<file path="src/rtl/alu_seq.sv">
// Registered picoMIPS ALU: single-cycle move/add/sub/adc plus an N-cycle
// shift-add multiplier that gives the low or high half of the 2N-bit product.
module alu_seq #(
    parameter int unsigned N  = 8,
    parameter int unsigned CW = $clog2(N + 1)
) (
    input  logic           clk,
    input  logic           reset,
    input  logic           start,
    input  logic [2:0]     func,
    input  logic [1:0]     a_sel,
    input  logic [1:0]     b_sel,
    input  logic [N-1:0]   a_in,
    input  logic [N-1:0]   b_in,
    input  logic [N:0]     switches,
    input  logic [N-1:0]   immediate,
    input  logic           imm,
    output logic           busy,
    output logic           done,
    output logic [N-1:0]   result,
    output logic [3:0]     flags
);

    localparam logic [2:0] FuncRa   = 3'b000;
    localparam logic [2:0] FuncRb   = 3'b001;
    localparam logic [2:0] FuncRadd = 3'b010;
    localparam logic [2:0] FuncRsub = 3'b011;
    localparam logic [2:0] FuncMull = 3'b100;
    localparam logic [2:0] FuncMulh = 3'b101;
    localparam logic [2:0] FuncRadc = 3'b110;

    typedef enum logic [0:0] {StIdle, StMul} state_e;

    state_e          state_q;
    logic [N-1:0]    result_q;
    logic [3:0]      flags_q;
    logic            done_q;
    logic [N-1:0]    a_q;
    logic [N-1:0]    b_q;
    logic [2:0]      func_q;
    logic [2*N-1:0]  prod_q;
    logic [CW-1:0]   count_q;

    logic [N-1:0]    op_a;
    logic [N-1:0]    op_b;
    logic [N:0]      sum;
    logic [N-1:0]    sc_res;
    logic            sc_c;
    logic            sc_v;
    logic [2*N-1:0]  partial;
    logic [2*N-1:0]  prod_next;
    logic [N-1:0]    mul_res;
    logic            mul_cv;
    logic            is_mul;

    always_comb begin
        unique case (a_sel)
            2'b01:   op_a = switches[N-1:0];
            2'b10:   op_a = {N{switches[N]}};
            default: op_a = a_in;
        endcase
        unique case (b_sel)
            2'b01:   op_b = switches[N-1:0];
            2'b10:   op_b = {N{switches[N]}};
            default: op_b = b_in;
        endcase
        if (imm) begin
            op_b = immediate;
        end
    end

    always_comb begin
        sum    = '0;
        sc_res = op_a;
        sc_c   = 1'b0;
        sc_v   = 1'b0;
        unique case (func)
            FuncRb: begin
                sc_res = op_b;
            end
            FuncRadd, FuncRadc: begin
                // Carry-in comes from the C flag registered before this edge.
                sum    = {1'b0, op_a} + {1'b0, op_b}
                       + {{N{1'b0}}, (func == FuncRadc) ? flags_q[0] : 1'b0};
                sc_res = sum[N-1:0];
                sc_c   = sum[N];
                sc_v   = (op_a[N-1] == op_b[N-1]) && (sum[N-1] != op_a[N-1]);
            end
            FuncRsub: begin
                // Top bit of the N+1-bit difference is the borrow (A < B).
                sum    = {1'b0, op_a} - {1'b0, op_b};
                sc_res = sum[N-1:0];
                sc_c   = sum[N];
                sc_v   = (op_a[N-1] != op_b[N-1]) && (sum[N-1] != op_a[N-1]);
            end
            default: begin
                sc_res = op_a;
            end
        endcase
    end

    always_comb begin
        partial   = b_q[count_q] ? ({{N{1'b0}}, a_q} << count_q) : '0;
        prod_next = prod_q + partial;
        if (func_q == FuncMulh) begin
            mul_res = prod_next[2*N-1:N];
            mul_cv  = 1'b0;
        end else begin
            mul_res = prod_next[N-1:0];
            mul_cv  = |prod_next[2*N-1:N];
        end
    end

    assign is_mul = (func == FuncMull) || (func == FuncMulh);

    always_ff @(posedge clk) begin
        if (reset) begin
            state_q  <= StIdle;
            result_q <= '0;
            flags_q  <= '0;
            done_q   <= 1'b0;
            a_q      <= '0;
            b_q      <= '0;
            func_q   <= FuncRa;
            prod_q   <= '0;
            count_q  <= '0;
        end else begin
            done_q <= 1'b0;
            unique case (state_q)
                StIdle: begin
                    if (start) begin
                        a_q    <= op_a;
                        b_q    <= op_b;
                        func_q <= func;
                        if (is_mul) begin
                            prod_q  <= '0;
                            count_q <= '0;
                            state_q <= StMul;
                        end else begin
                            result_q <= sc_res;
                            flags_q  <= {sc_v, sc_res[N-1], sc_res == '0, sc_c};
                            done_q   <= 1'b1;
                        end
                    end
                end
                StMul: begin
                    prod_q <= prod_next;
                    if (count_q == CW'(N - 1)) begin
                        result_q <= mul_res;
                        flags_q  <= {mul_cv, mul_res[N-1], mul_res == '0, mul_cv};
                        done_q   <= 1'b1;
                        state_q  <= StIdle;
                    end else begin
                        count_q <= count_q + 1'b1;
                    end
                end
                default: state_q <= StIdle;
            endcase
        end
    end

    assign busy   = (state_q == StMul);
    assign done   = done_q;
    assign result = result_q;
    assign flags  = flags_q;

endmodule

</file>
<file path="config.mk">
export PLATFORM = sky130hd
export DESIGN_NAME = alu_seq
export DESIGN_NICKNAME = d
export VERILOG_FILES = /design/src/rtl/alu_seq.sv
export SDC_FILE = /design/constraint.sdc
export NUM_CORES = 1
export LEC_CHECK = 0
export ABC_AREA = 1
export CORE_UTILIZATION = 59
export DETAILED_ROUTE_END_ITERATION = 8
export PLACE_DENSITY_LB_ADDON = 0.15
export SETUP_SLACK_MARGIN = 0.2
export SLEW_MARGIN = 20
export SYNTH_ARGS = -nofsm -noshare
export SYNTH_HDL_FRONTEND = slang
export SYNTH_SLANG_ARGS = --single-unit
</file>
<file path="constraint.sdc">
create_clock -name clk -period 9.9 [get_ports clk]
set_clock_uncertainty 0.2 [all_clocks]
set_input_delay 2.475 -clock clk [delete_from_list [all_inputs] [get_ports clk]]
set_output_delay 2.475 -clock clk [all_outputs]
set_load 0.03 [all_outputs]
</file>
==> qor.txt, run 1 <==
CRITICAL PATH
-------------------------------------------------------------------------------------------------
Number of cell instances on the worst register-to-register path                                22
Instance count on the critical path                                                            24
CP peak stage delay                                                                       0.49 ns
Worst setup path class                                                                     in2reg
CP max-delay cell                                                                    sky130_fd_sc_hd__clkdlybuf4s50_1
Critical-path cell list                                                              clkdlybuf4s50_1, inv_1, ha_1, inv_2, nor2_1, nor2_1, nand2_1, nand2_1, inv_1, fa_1, fa_1, inv_1, nand3_1, nand2_1, nand2_1, nand3_1, nand3_1, nor2_1, nand2_1, nor2_1, nand4_1, nand2_1, nor2_1, nor2_2
Critical path endpoint category                                                         flip-flop
Sort of element at the start of the critical path                                       input pin
Crit path buf inv count                                                                         5
Worst Path Arrival                                                                        5.88 ns
Maximum fanout along the worst path                                                            12
Required time worst endpoint                                                              9.97 ns
Cell type group with the largest total delay on the critical path                    simple AND/OR/NAND/NOR gates
Most frequent cell on the critical path                                              sky130_fd_sc_hd__nand2_1

DRT
-------------------------------------------------------------------------------------------------
Detailed Route Iter0 Violations                                                               449
Vias post-DR                                                                                 5892
Via density per instance                                                                     5.77
DRT Wirelength                                                                            15.7 mm
Detailed-router iteration count before antenna repair                                           8
DRC viols                                                                                       0
Average wire length per cell after detail routing                                         15.4 um
Post-detailed-route count of antenna-violating nets                                             0

STA
-------------------------------------------------------------------------------------------------
Tcrit/Tclk final                                                                            0.587
Unrepaired setup endpoints after global routing                                                no
Final hold violation count                                                                      0
Total count of max-transition violations in the final report                                    0
Setup TNS                                                                                    0 ns
Transition time of the tightest slew-check pin                                           0.581 ns
Post-layout minimum cycle time                                                            5.81 ns
Finish-stage setup viols                                                                        0
Highest achievable clock rate                                                             172 MHz
Worst slew margin relative to its limit                                                     0.612
Hold slack                                                                               0.276 ns

DIE
-------------------------------------------------------------------------------------------------
Row cnt                                                                                        33
Die width                                                                                 95.2 um
Floorplan Core Area                                                                      8300 um2
Starting Density                                                                            0.618
Die Ht                                                                                    95.2 um
Total Die Area                                                                           9070 um2
Number of primary I/O pins                                                                     58

LAYOUT
-------------------------------------------------------------------------------------------------
Number of filler cells placed in the layout                                                   741
Fin area                                                                                 5790 um2
Inserted Diodes                                                                                 0
Number of nets in the layout                                                                  998
Share of layout cells above drive strength 1                                               0.0611
Layout area overhead                                                                        12.8%

RUN STATUS
-------------------------------------------------------------------------------------------------
Status                                                                               finished, final reports clean

YOSYS
-------------------------------------------------------------------------------------------------
Most common cell in the netlist                                                      sky130_fd_sc_hd__nand2_1
Portion of the post-synthesis area used by sequential elements                              0.203
Fraction of synthesized cell area taken by the top area cell type                           0.203
Number of warnings reported in the yosys synthesis log                                          0
Leading cell types by count after synthesis                                          sky130_fd_sc_hd__nand2_1 (278), sky130_fd_sc_hd__inv_1 (101), sky130_fd_sc_hd__nand3_1 (86)
Number of nets in the synthesized netlist                                                     963
Gate Count Post-Synth                                                                         880
Post-synth ARST share                                                                           0
Synthesized area per cell                                                                5.83 um2
Area leader, netlist                                                                 sky130_fd_sc_hd__nand2_1
Count of flip-flops with a built-in enable after synthesis                                      0
Dominant cells by area after synthesis                                               sky130_fd_sc_hd__nand2_1 (20%), sky130_fd_sc_hd__dfxtp_1 (20%), sky130_fd_sc_hd__ha_1 (8.5%)
Netlist Area Pre-Place                                                                   5130 um2
Commonest register cell after synthesis                                              sky130_fd_sc_hd__dfxtp_1
Number of distinct library cell variants in the gate-level netlist after synthesis             43
Seq cells post-synth                                                                           52

PWR
-------------------------------------------------------------------------------------------------
Net Sw Power                                                                               274 uW
Proportion of power drawn by flip-flops and latches                                         0.359
Worst IR Drop VDD                                                                          105 uV
Leakage                                                                                   2.90 nW
Internal power                                                                             371 uW
Sw Ratio                                                                                    0.425
Power after layout                                                                         646 uW
Power per cell area                                                                    112 nW/um2
Share of power burned in the clock network                                                  0.204
Logic gate share of total power                                                             0.437

GLOBAL ROUTING
-------------------------------------------------------------------------------------------------
Largest net degree at the start of global routing                                              34
Global-route usage over all layers                                                          0.352
Antenna violations before repair                                                                0
Global-route wire length before repair                                                    24.6 mm
Number of global-route vias before repair                                                    5219
Remaining Overflow, GRT                                                                         0

WORST HOLD PATH
-------------------------------------------------------------------------------------------------
Class of the tightest hold or removal check                                               reg2reg
Hold Crit Depth                                                                                 2

CTS
-------------------------------------------------------------------------------------------------
Insertion delay to the later sink of the worst-skew pair                                  0.33 ns
CTS tree                                                                                     done
Post-cts repair resize count                                                                    0
CTS Buffer Depth                                                                                2
Post-CTS Hold Buffers                                                                           0
Maximum level of the CTS H-tree                                                                 2
Cts bufs inserted                                                                               5
CTS clock-pin slew for the worst setup and hold paths                                     0.10 ns
CTS Sinks                                                                                      52
Root Buffer                                                                          sky130_fd_sc_hd__clkbuf_8
Total setup buffers inserted after CTS                                                          0

PLACED DESIGN
-------------------------------------------------------------------------------------------------
Instance area after placement                                                            5690 um2
Number of port buffers                                                                         57
RD Place Congestion                                                                         0.997
HPWL after detailed placement                                                             12.3 mm

FLOW RUN
-------------------------------------------------------------------------------------------------
Max capacitance violation total                                                                 0

cell type report:
cell class / instances / area, um2 / share of cell area
multi-input cells: 679 / 3490 / 0.603
flip-flops and latches: 52 / 1040 / 0.180
repair buffers: 60 / 593 / 0.103
inverters: 117 / 439 / 0.0759
well taps: 105 / 131 / 0.0227
clock buffers: 5 / 68.8 / 0.0119
clock inverters: 3 / 26.3 / 0.00454
cell families (layout without fill, tap and decap cells):
logic type | after synthesis | count (layout) | share of synthesized area
AOI/OAI and AO/OA | 138 | 138 | 0.145
xor gates and xnor gates | 6 | 6 | 0.0102
adders and majority gates | 39 | 39 | 0.101
buffers and inverters | 149 | 185 | 0.117
DFF | 52 | 52 | 0.203
muxes | 1 | 1 | 0.00195
and+or+nand+nor | 495 | 495 | 0.421
placed cells by master (no fill, tap or decap), drive strengths merged, types with 2 or more instances in the layout:
master,instances
a211oi,2
a21oi,74
and2,4
buf,3
clkbuf,5
clkdlybuf4s50,57
clkinv,3
dfxtp,52
fa,4
ha,35
inv,117
nand2,288
nand3,95
nand3b,3
nand4,14
nor2,79
nor3,6
o211ai,3
o21a,3
o21ai,46
o21bai,2
o22ai,4
or2,6
xor2,5
registers in the layout (all words and copies together), names as in the netlist:
register,count
prod_q,16
a_q,8
b_q,8
result,7
count_q,4
flags,4
func_q,3
busy,1
done,1
layer usage:
| layer | up-vias | global-route usage | wire, um |
|---|---|---|---|
| li1 | 2904 | - | - |
| met1 | 2654 | 0.484 | 6880 |
| met2 | 286 | 0.555 | 6860 |
| met3 | 48 | 0.0622 | 1550 |
| met4 | 0 | 0.110 | 430 |
| met5 | - | 0 | 0 |
metrics by stage:
| stage | worst slack (ns) | utilization | cells |
|---|---|---|---|
| after floorplan | 4.59 | - | 880 |
| after global placement | 3.95 | 0.686 | 1013 |
| after detailed placement | 3.82 | 0.686 | 1013 |
| after CTS | 4.14 | 0.697 | 1021 |
| after global routing | 3.76 | 0.697 | 1021 |
| final | 4.09 | 0.697 | 1021 |
worst min-delay path: cells and delay by family, from the launching register on:
| kind | cells | cell delay [ns] |
|---|---|---|
| AOI/OAI and AO/OA | 1 | 0.05 |
| DFF | 1 | 0.33 |
| and+or+nand+nor | 1 | 0.06 |
power by group through the flow:
stage	combinational (mW)	sequential, mW	clock, mW
2_1_floorplan	0.187	0.242	0
3_3_place_gp	0.266	0.236	0
3_5_place_dp	0.272	0.236	0
4_1_cts	0.274	0.232	0.131
5_1_grt	0.311	0.233	0.138
6_report	0.282	0.232	0.132
worst paths after layout:
path                                start                     end  slack (ns)
setup / recovery                 b_sel[0]   flags[1]$_SDFFE_PP0P_        4.09
hold / removal     prod_q[4]$_SDFFE_PP0P_  prod_q[4]$_SDFFE_PP0P_        0.28
setup reg to reg  count_q[0]$_SDFFE_PP0P_   flags[3]$_SDFFE_PP0P_        5.52
hold reg to reg    prod_q[4]$_SDFFE_PP0P_  prod_q[4]$_SDFFE_PP0P_        0.28
Note: power is estimated with default switching activity, not from simulation.
==> run 2: changes to the inputs <==
Settings changed: CORE_UTILIZATION 59 to 52.
Clock period 9.9 ns to 5.3 ns, I/O delays scaled along.
==> qor.txt, run 2 (synthesized netlist as in run 1, its figures left out) <==
RUN STATUS
--------------------------------------------------------------------------------
Status                                                              finished, final reports clean

CRITICAL PATH
--------------------------------------------------------------------------------
Maximum fanout along the worst path                                           12   unchanged
Critical-path cell list                                             clkdlybuf4s50_1, inv_1, ha_1, inv_2, nor2_1, nor2_1, nand2_1, nand2_1, inv_1, fa_1, fa_1, inv_1, nand3_1, nand2_1, nand2_1, nand3_1, nand3_1, nor2_1, nand2_1, nor2_1, nand4_1, nand2_1, nor2_1, nor2_2
Sort of element at the start of the critical path                      input pin
Most frequent cell on the critical path                             sky130_fd_sc_hd__nand2_1
Required time worst endpoint                                             5.37 ns   -4.60 ns
Cell type group with the largest total delay on the critical path   simple AND/OR/NAND/NOR gates
CP max-delay cell                                                   sky130_fd_sc_hd__clkdlybuf4s50_1
CP peak stage delay                                                      0.48 ns   about the same
Worst Path Arrival                                                       4.67 ns   -1.21 ns
Worst setup path class                                                    in2reg
Crit path buf inv count                                                        5   unchanged
Critical path endpoint category                                        flip-flop

LAYOUT
--------------------------------------------------------------------------------
Leading cell type in the layout, fill and taps excluded             sky130_fd_sc_hd__nand2_1
Max FFs per register                                                          16   unchanged
Inserted Diodes                                                                0   unchanged
Number of nets in the layout                                                 999   +0.10%
Most frequent cells in the layout                                   sky130_fd_sc_hd__nand2_1 (278), sky130_fd_sc_hd__inv_1 (101), sky130_fd_sc_hd__nand3_1 (86)
Layout area overhead                                                       13.6%
Leading registers by flop count                                     prod_q x16, a_q x8, b_q x8
Share of layout cells above drive strength 1                              0.0611   unchanged
Number of filler cells placed in the layout                                  929   +25%
Footprint of the multi-input gates                                      3490 um2   unchanged
Most flops, register                                                      prod_q
Area taken by flip-flops and latches                                    1040 um2   unchanged

DRT
--------------------------------------------------------------------------------
Routed wl met3                                                           1.12 mm   -28%
DRC viols                                                                      0   unchanged
Post-route met1 wirelength                                               7.43 mm   +8.1%
DRT Wirelength                                                           15.8 mm   +0.34%
Detailed-router iteration count before antenna repair                          5   -3
Top layer in use                                                            met4
Post-detailed-route count of antenna-violating nets                            0   unchanged
Via density per instance                                                    5.55   -3.8%
Met2 wire len                                                            6.85 mm   -0.17%
Detailed Route Iter0 Violations                                              431   -4.0%
Vias post-DR                                                                5803   -1.5%
Average wire length per cell after detail routing                        15.1 um   -2.0%

PWR
--------------------------------------------------------------------------------
Power per cell area                                                   208 nW/um2   +87%
Worst IR Drop VDD                                                         140 uV   +33%
Leakage                                                                  2.91 nW   +0.22%

FLOW RUN
--------------------------------------------------------------------------------
Max capacitance violation total                                                0   unchanged

DIE
--------------------------------------------------------------------------------
Die Ht                                                                    101 um   +6.4%
Number of primary I/O pins                                                    58   unchanged
Row cnt                                                                       35   +6.1%
Floorplan Core Area                                                     9420 um2   +13%
Starting Density                                                           0.545   -0.0733
Die width                                                                 101 um   +6.4%
Total Die Area                                                         10300 um2   +13%

STA
--------------------------------------------------------------------------------
Worst Slack Setup Final                                                 0.698 ns   -3.39 ns
Unrepaired setup endpoints after global routing                               no
Finish-stage setup viols                                                       0   unchanged
Worst slew margin relative to its limit                                    0.527   -0.0852
Post-layout minimum cycle time                                           4.60 ns
Tcrit/Tclk final                                                           0.868
Transition time of the tightest slew-check pin                          0.707 ns   +0.126 ns
Final hold violation count                                                     0   unchanged
Total count of max-transition violations in the final report                   0   unchanged
Setup TNS                                                                   0 ns   unchanged
Highest achievable clock rate                                            217 MHz

PLACED DESIGN
--------------------------------------------------------------------------------
RD Place Congestion                                                        0.956   -4.1%
Worst slack after detailed placement                                    0.400 ns   -3.42 ns
Number of port buffers                                                        57   unchanged
HPWL after detailed placement                                            12.4 mm   +1.2%

CTS
--------------------------------------------------------------------------------
Cts bufs inserted                                                              5   unchanged
Post-cts repair resize count                                                   0   unchanged
Insertion delay to the later sink of the worst-skew pair                 0.33 ns   about the same
Total setup buffers inserted after CTS                                         0   unchanged
CTS Sinks                                                                     52   unchanged
CTS Buffer Depth                                                               2   unchanged
Post-CTS Hold Buffers                                                          0   unchanged
CTS tree                                                                    done
Root Buffer                                                         sky130_fd_sc_hd__clkbuf_8
Maximum level of the CTS H-tree                                                2   unchanged
CTS clock-pin slew for the worst setup and hold paths                    0.09 ns   about the same

GLOBAL ROUTING
--------------------------------------------------------------------------------
Antenna violations before repair                                               0   unchanged
Largest net degree at the start of global routing                             28   -18%
Global-route wire length before repair                                   25.3 mm   +2.7%
Remaining Overflow, GRT                                                        0   unchanged
Global-route usage over all layers                                         0.316   -0.0357
Number of global-route vias before repair                                   5337   +2.3%

WORST HOLD PATH
--------------------------------------------------------------------------------
Class of the tightest hold or removal check                              reg2reg

run 2: cell types whose count changed in the layout (fill, tap and decap cells not counted):
| cell | previous run | this run |
|---|---|---|
| sky130_fd_sc_hd__buf_4 | 3 | 4 |
| sky130_fd_sc_hd__clkbuf_8 | 5 | 7 |
| sky130_fd_sc_hd__clkinv_4 | 2 | 0 |
| sky130_fd_sc_hd__inv_6 | 1 | 0 |
run 2: worst register-to-register path: cells and delay by family (launching register included):
kind / cells / cell delay (ns)
flops: 1 / 0.69
simple gates: 21 / 2.37
fa+ha+maj: 2 / 0.49
buf+inv: 3 / 0.52
run 2: final timing paths:
check,depth (start not counted),from,endpoint,slack [ns]
max,24,b_sel[0],flags[1]$_SDFFE_PP0P_,0.70
min,2,prod_q[2]$_SDFFE_PP0P_,prod_q[2]$_SDFFE_PP0P_,0.27
max reg2reg,26,count_q[0]$_SDFFE_PP0P_,flags[1]$_SDFFE_PP0P_,0.98
min reg2reg,2,prod_q[2]$_SDFFE_PP0P_,prod_q[2]$_SDFFE_PP0P_,0.27
run 2: stage by stage:
stage                     hold WS, ns  total power [mW]  cell area (um2)   util  instances
after floorplan                 0.245             0.801             5130      -        880
after global placement          0.254             0.945             5730  0.608       1038
after detailed placement        0.259             0.952             5730  0.608       1038
after CTS                       0.273              1.20             5820  0.619       1045
after global routing            0.296              1.28             5820  0.619       1045
final                           0.270              1.21             5820  0.619       1045
run 2: final cells by class:
type / count / area share
Multi-Input combinational cell: 679 / 0.598
Sequential cell: 52 / 0.179
Clock buffer: 7 / 0.0165
Tap cell: 129 / 0.0277
Timing Repair Buffer: 61 / 0.103
Inverter: 117 / 0.0754
run 2: per-layer routing:
| layer | vias to the layer above | track usage |
|---|---|---|
| li1 | 2906 | - |
| met1 | 2641 | 0.455 |
| met2 | 222 | 0.491 |
| met3 | 34 | 0.0435 |
| met4 | 0 | 0.0892 |
| met5 | - | 0 |
run 2: report_power, final:
part,total [mW],internal [mW],switching (mW)
logic,0.524,0.184,0.340
registers,0.433,0.414,0.0190
clock network,0.256,0.117,0.139
total,1.21,0.715,0.498
==> run 3: changes to the inputs <==
Settings changed: ABC_AREA 1 to unset, CAP_MARGIN set to 20.
==> qor.txt, run 3 <==
DIE
-------------------------------------------------------------------------------------------------
Die width                                                                                 99.2 um   -2.1%
Total Die Area                                                                           9830 um2   -4.2%
Number of primary I/O pins                                                                     58   unchanged
Starting Density                                                                            0.534   -0.0108
Row cnt                                                                                        35   unchanged
Die Ht                                                                                    99.2 um   -2.1%
Floorplan Core Area                                                                      9200 um2   -2.3%

CRITICAL PATH
-------------------------------------------------------------------------------------------------
Sort of element at the start of the critical path                                       input pin
Critical path endpoint category                                                         flip-flop
Maximum fanout along the worst path                                                             8   -4
Worst Path Arrival                                                                        4.95 ns   +0.28 ns
Number of cell instances on the worst register-to-register path                                14   -46%
Startpoint of the lowest-slack register-to-register path                             count_q[1]$_SDFFE_PP0P_
Required time worst endpoint                                                              5.29 ns   -0.08 ns
Worst setup path class                                                                     in2reg
Launch point of the worst path                                                           b_sel[0]

WORST HOLD PATH
-------------------------------------------------------------------------------------------------
Critical hold path startpoint                                                        prod_q[11]$_SDFFE_PP0P_
Class of the tightest hold or removal check                                               reg2reg
Hold Crit Depth                                                                                 2   unchanged

FLOW RUN
-------------------------------------------------------------------------------------------------
Max capacitance violation total                                                                 0   unchanged

YOSYS
-------------------------------------------------------------------------------------------------
Commonest register cell after synthesis                                              sky130_fd_sc_hd__dfxtp_1
Number of distinct library cell variants in the gate-level netlist after synthesis             67   +56%
Portion of the post-synthesis area used by sequential elements                              0.212   +0.00905
Netlist Area Pre-Place                                                                   4910 um2   -4.3%
Seq cells post-synth                                                                           52   unchanged
Synthesized area per cell                                                                7.20 um2   +24%
Leading cell types by count after synthesis                                          sky130_fd_sc_hd__nand2_1 (79), sky130_fd_sc_hd__nor2_1 (79), sky130_fd_sc_hd__a21oi_1 (73)
Dominant cells by area after synthesis                                               sky130_fd_sc_hd__dfxtp_1 (21%), sky130_fd_sc_hd__ha_1 (8.9%), sky130_fd_sc_hd__a21oi_1 (7.4%)
Count of flip-flops with a built-in enable after synthesis                                      0   unchanged
Number of nets in the synthesized netlist                                                     765   -21%
Area leader, netlist                                                                 sky130_fd_sc_hd__dfxtp_1
Post-synth ARST share                                                                           0   unchanged
Number of warnings reported in the yosys synthesis log                                          0   unchanged
Gate Count Post-Synth                                                                         682   -23%
Fraction of synthesized cell area taken by the top area cell type                           0.212   +0.00856

STA
-------------------------------------------------------------------------------------------------
Setup TNS                                                                                    0 ns   unchanged
Final hold violation count                                                                      0   unchanged
Tcrit/Tclk final                                                                            0.936   +0.0678
Transition time of the tightest slew-check pin                                           0.986 ns   +0.279 ns
Total count of max-transition violations in the final report                                    0   unchanged
Unrepaired setup endpoints after global routing                                                no
Finish-stage setup viols                                                                        0   unchanged
Hold slack                                                                               0.265 ns   -0.00533 ns
Post-layout minimum cycle time                                                            4.96 ns   +0.359 ns
Highest achievable clock rate                                                             202 MHz   -7.2%
Worst slew margin relative to its limit                                                     0.342   -0.185

GLOBAL ROUTING
-------------------------------------------------------------------------------------------------
Antenna violations before repair                                                                0   unchanged
Remaining Overflow, GRT                                                                         0   unchanged
Global-route usage over all layers                                                          0.304   -0.0124
Largest net degree at the start of global routing                                              54   +93%
Global-route wire length before repair                                                    23.8 mm   -6.0%
Number of global-route vias before repair                                                    4847   -9.2%

CTS
-------------------------------------------------------------------------------------------------
Insertion delay to the later sink of the worst-skew pair                                  0.31 ns   -0.02 ns
CTS Sinks                                                                                      52   unchanged
CTS Buffer Depth                                                                                2   unchanged
Maximum level of the CTS H-tree                                                                 2   unchanged
CTS clock-pin slew for the worst setup and hold paths                                     0.10 ns   about the same
Root Buffer                                                                          sky130_fd_sc_hd__clkbuf_8
CTS tree                                                                                     done
Cts bufs inserted                                                                               5   unchanged
Total setup buffers inserted after CTS                                                          0   unchanged
Post-CTS Hold Buffers                                                                           0   unchanged

LAYOUT
-------------------------------------------------------------------------------------------------
Layout area overhead                                                                        19.5%
Leading registers by flop count                                                      prod_q x16, a_q x8, b_q x8
Fin area                                                                                 5870 um2   +0.71%
Inserted Diodes                                                                                 0   unchanged
Most frequent cells in the layout                                                    sky130_fd_sc_hd__nand2_1 (79), sky130_fd_sc_hd__nor2_1 (79), sky130_fd_sc_hd__a21oi_1 (73)
Max FFs per register                                                                           16   unchanged
Most flops, register                                                                       prod_q
Count of non-filler cells in the finished layout                                              850   -19%
Number of nets in the layout                                                                  821   -18%
Share of layout cells above drive strength 1                                               0.0893   +0.0282

DRT
-------------------------------------------------------------------------------------------------
Detailed-router iteration count before antenna repair                                           7   +2
Post-detailed-route count of antenna-violating nets                                             0   unchanged
Average wire length per cell after detail routing                                         17.7 um   +17%
Via density per instance                                                                     6.21   +12%
Detailed Route Iter0 Violations                                                               274   -36%
Vias post-DR                                                                                 5280   -9.0%
DRC viols                                                                                       0   unchanged
DRT Wirelength                                                                            15.0 mm   -4.8%

PLACED DESIGN
-------------------------------------------------------------------------------------------------
HPWL after detailed placement                                                             11.7 mm   -6.0%
Instance area after placement                                                            5710 um2   -0.37%
Number of port buffers                                                                         57   unchanged
RD Place Congestion                                                                         0.964   +0.84%
Placed Cells                                                                                  842   -19%

PWR
-------------------------------------------------------------------------------------------------
Power after layout                                                                        1.25 mW   +3.0%
Leakage                                                                                   2.37 nW   -19%
Power per cell area                                                                    213 nW/um2   +2.2%
Worst IR Drop VDD                                                                          162 uV   +16%

RUN STATUS
-------------------------------------------------------------------------------------------------
Status                                                                               finished, final reports clean

-- run 3: cell types whose count changed after synthesis, moves of 13 or more --
| cell | previous run | this run |
|---|---|---|
| sky130_fd_sc_hd__a22oi_1 | 0 | 17 |
| sky130_fd_sc_hd__clkbuf_1 | 15 | 37 |
| sky130_fd_sc_hd__nor2b_1 | 0 | 14 |
| sky130_fd_sc_hd__inv_1 | 101 | 35 |
| sky130_fd_sc_hd__o21ai_0 | 42 | 25 |
| sky130_fd_sc_hd__xnor2_1 | 1 | 14 |
| sky130_fd_sc_hd__inv_2 | 15 | 1 |
| sky130_fd_sc_hd__nor3_1 | 6 | 20 |
| sky130_fd_sc_hd__nand2_1 | 278 | 79 |
| sky130_fd_sc_hd__nand3_1 | 86 | 17 |
| sky130_fd_sc_hd__nand2b_1 | 0 | 17 |
-- run 3: cell families after synthesis --
logic type	Yosys count	synth area share
AOI/OAI and AO/OA	208	0.278
xor gates and xnor gates	22	0.0392
adders and majority gates	39	0.106
buffers and inverters	81	0.0637
DFF	52	0.212
muxes	20	0.0553
and+or+nand+nor	260	0.246
-- run 3: routing by layer --
layer,up-vias,global-route usage,wire length (um),part of all wire
met5,-,0,0,0
met4,0,0.113,569,0.038
met3,40,0.0295,903,0.060
met2,231,0.547,7340,0.49
met1,2436,0.376,6210,0.41
li1,2573,-,-,-
-- run 3: area by class of cell --
type,instances,area (um2)
clock buffers,5,68.8
clock inverters,3,68.8
fillers,850,3330
inverters,38,143
multi-input cells,549,3580
flip-flops and latches,52,1040
well taps,111,139
repair buffers,92,828
-- run 3: stage by stage --
| stage | setup slack [ns] | util |
|---|---|---|
| 2_1_floorplan | 0.677 | - |
| 3_3_place_gp | 0.0693 | 0.621 |
| 3_5_place_dp | -0.0216 | 0.621 |
| 4_1_cts | 0.301 | 0.636 |
| 5_1_grt | 0.239 | 0.638 |
| 6_report | 0.338 | 0.638 |
-- run 3: critical path, cell delays in order --
cell                              delay [ns]
sky130_fd_sc_hd__clkdlybuf4s50_1        0.48
sky130_fd_sc_hd__inv_1                  0.05
sky130_fd_sc_hd__ha_2                   0.33
sky130_fd_sc_hd__a211o_1                0.33
sky130_fd_sc_hd__o221ai_1               0.24
sky130_fd_sc_hd__buf_4                  0.18
sky130_fd_sc_hd__ha_1                   0.25
sky130_fd_sc_hd__nor2b_1                0.17
sky130_fd_sc_hd__o21a_1                 0.19
sky130_fd_sc_hd__o211a_1                0.21
sky130_fd_sc_hd__or4b_2                 0.63
sky130_fd_sc_hd__o211ai_1               0.22
sky130_fd_sc_hd__nor4b_2                0.11
sky130_fd_sc_hd__o211ai_1               0.13
sky130_fd_sc_hd__nand3_1                0.10
-- run 3: final timing paths --
path | end | slack, ns
worst max-delay path | flags[1]$_SDFFE_PP0P_ | 0.34
worst min-delay path | prod_q[11]$_SDFFE_PP0P_ | 0.26
worst max register to register | flags[3]$_SDFFE_PP0P_ | 0.47
worst min register to register | prod_q[11]$_SDFFE_PP0P_ | 0.26
-- run 3: repair_timing --
item,in CTS,in global routing
gates resized for setup,0,5
endpoints found under the setup margin,0,3
endpoints found under the hold margin,0,0
-- run 3: power breakdown --
group	leakage [nW]	switching [mW]	internal, mW
clock network	0.0687	0.144	0.190
logic	1.88	0.277	0.213
registers	0.424	0.0139	0.410
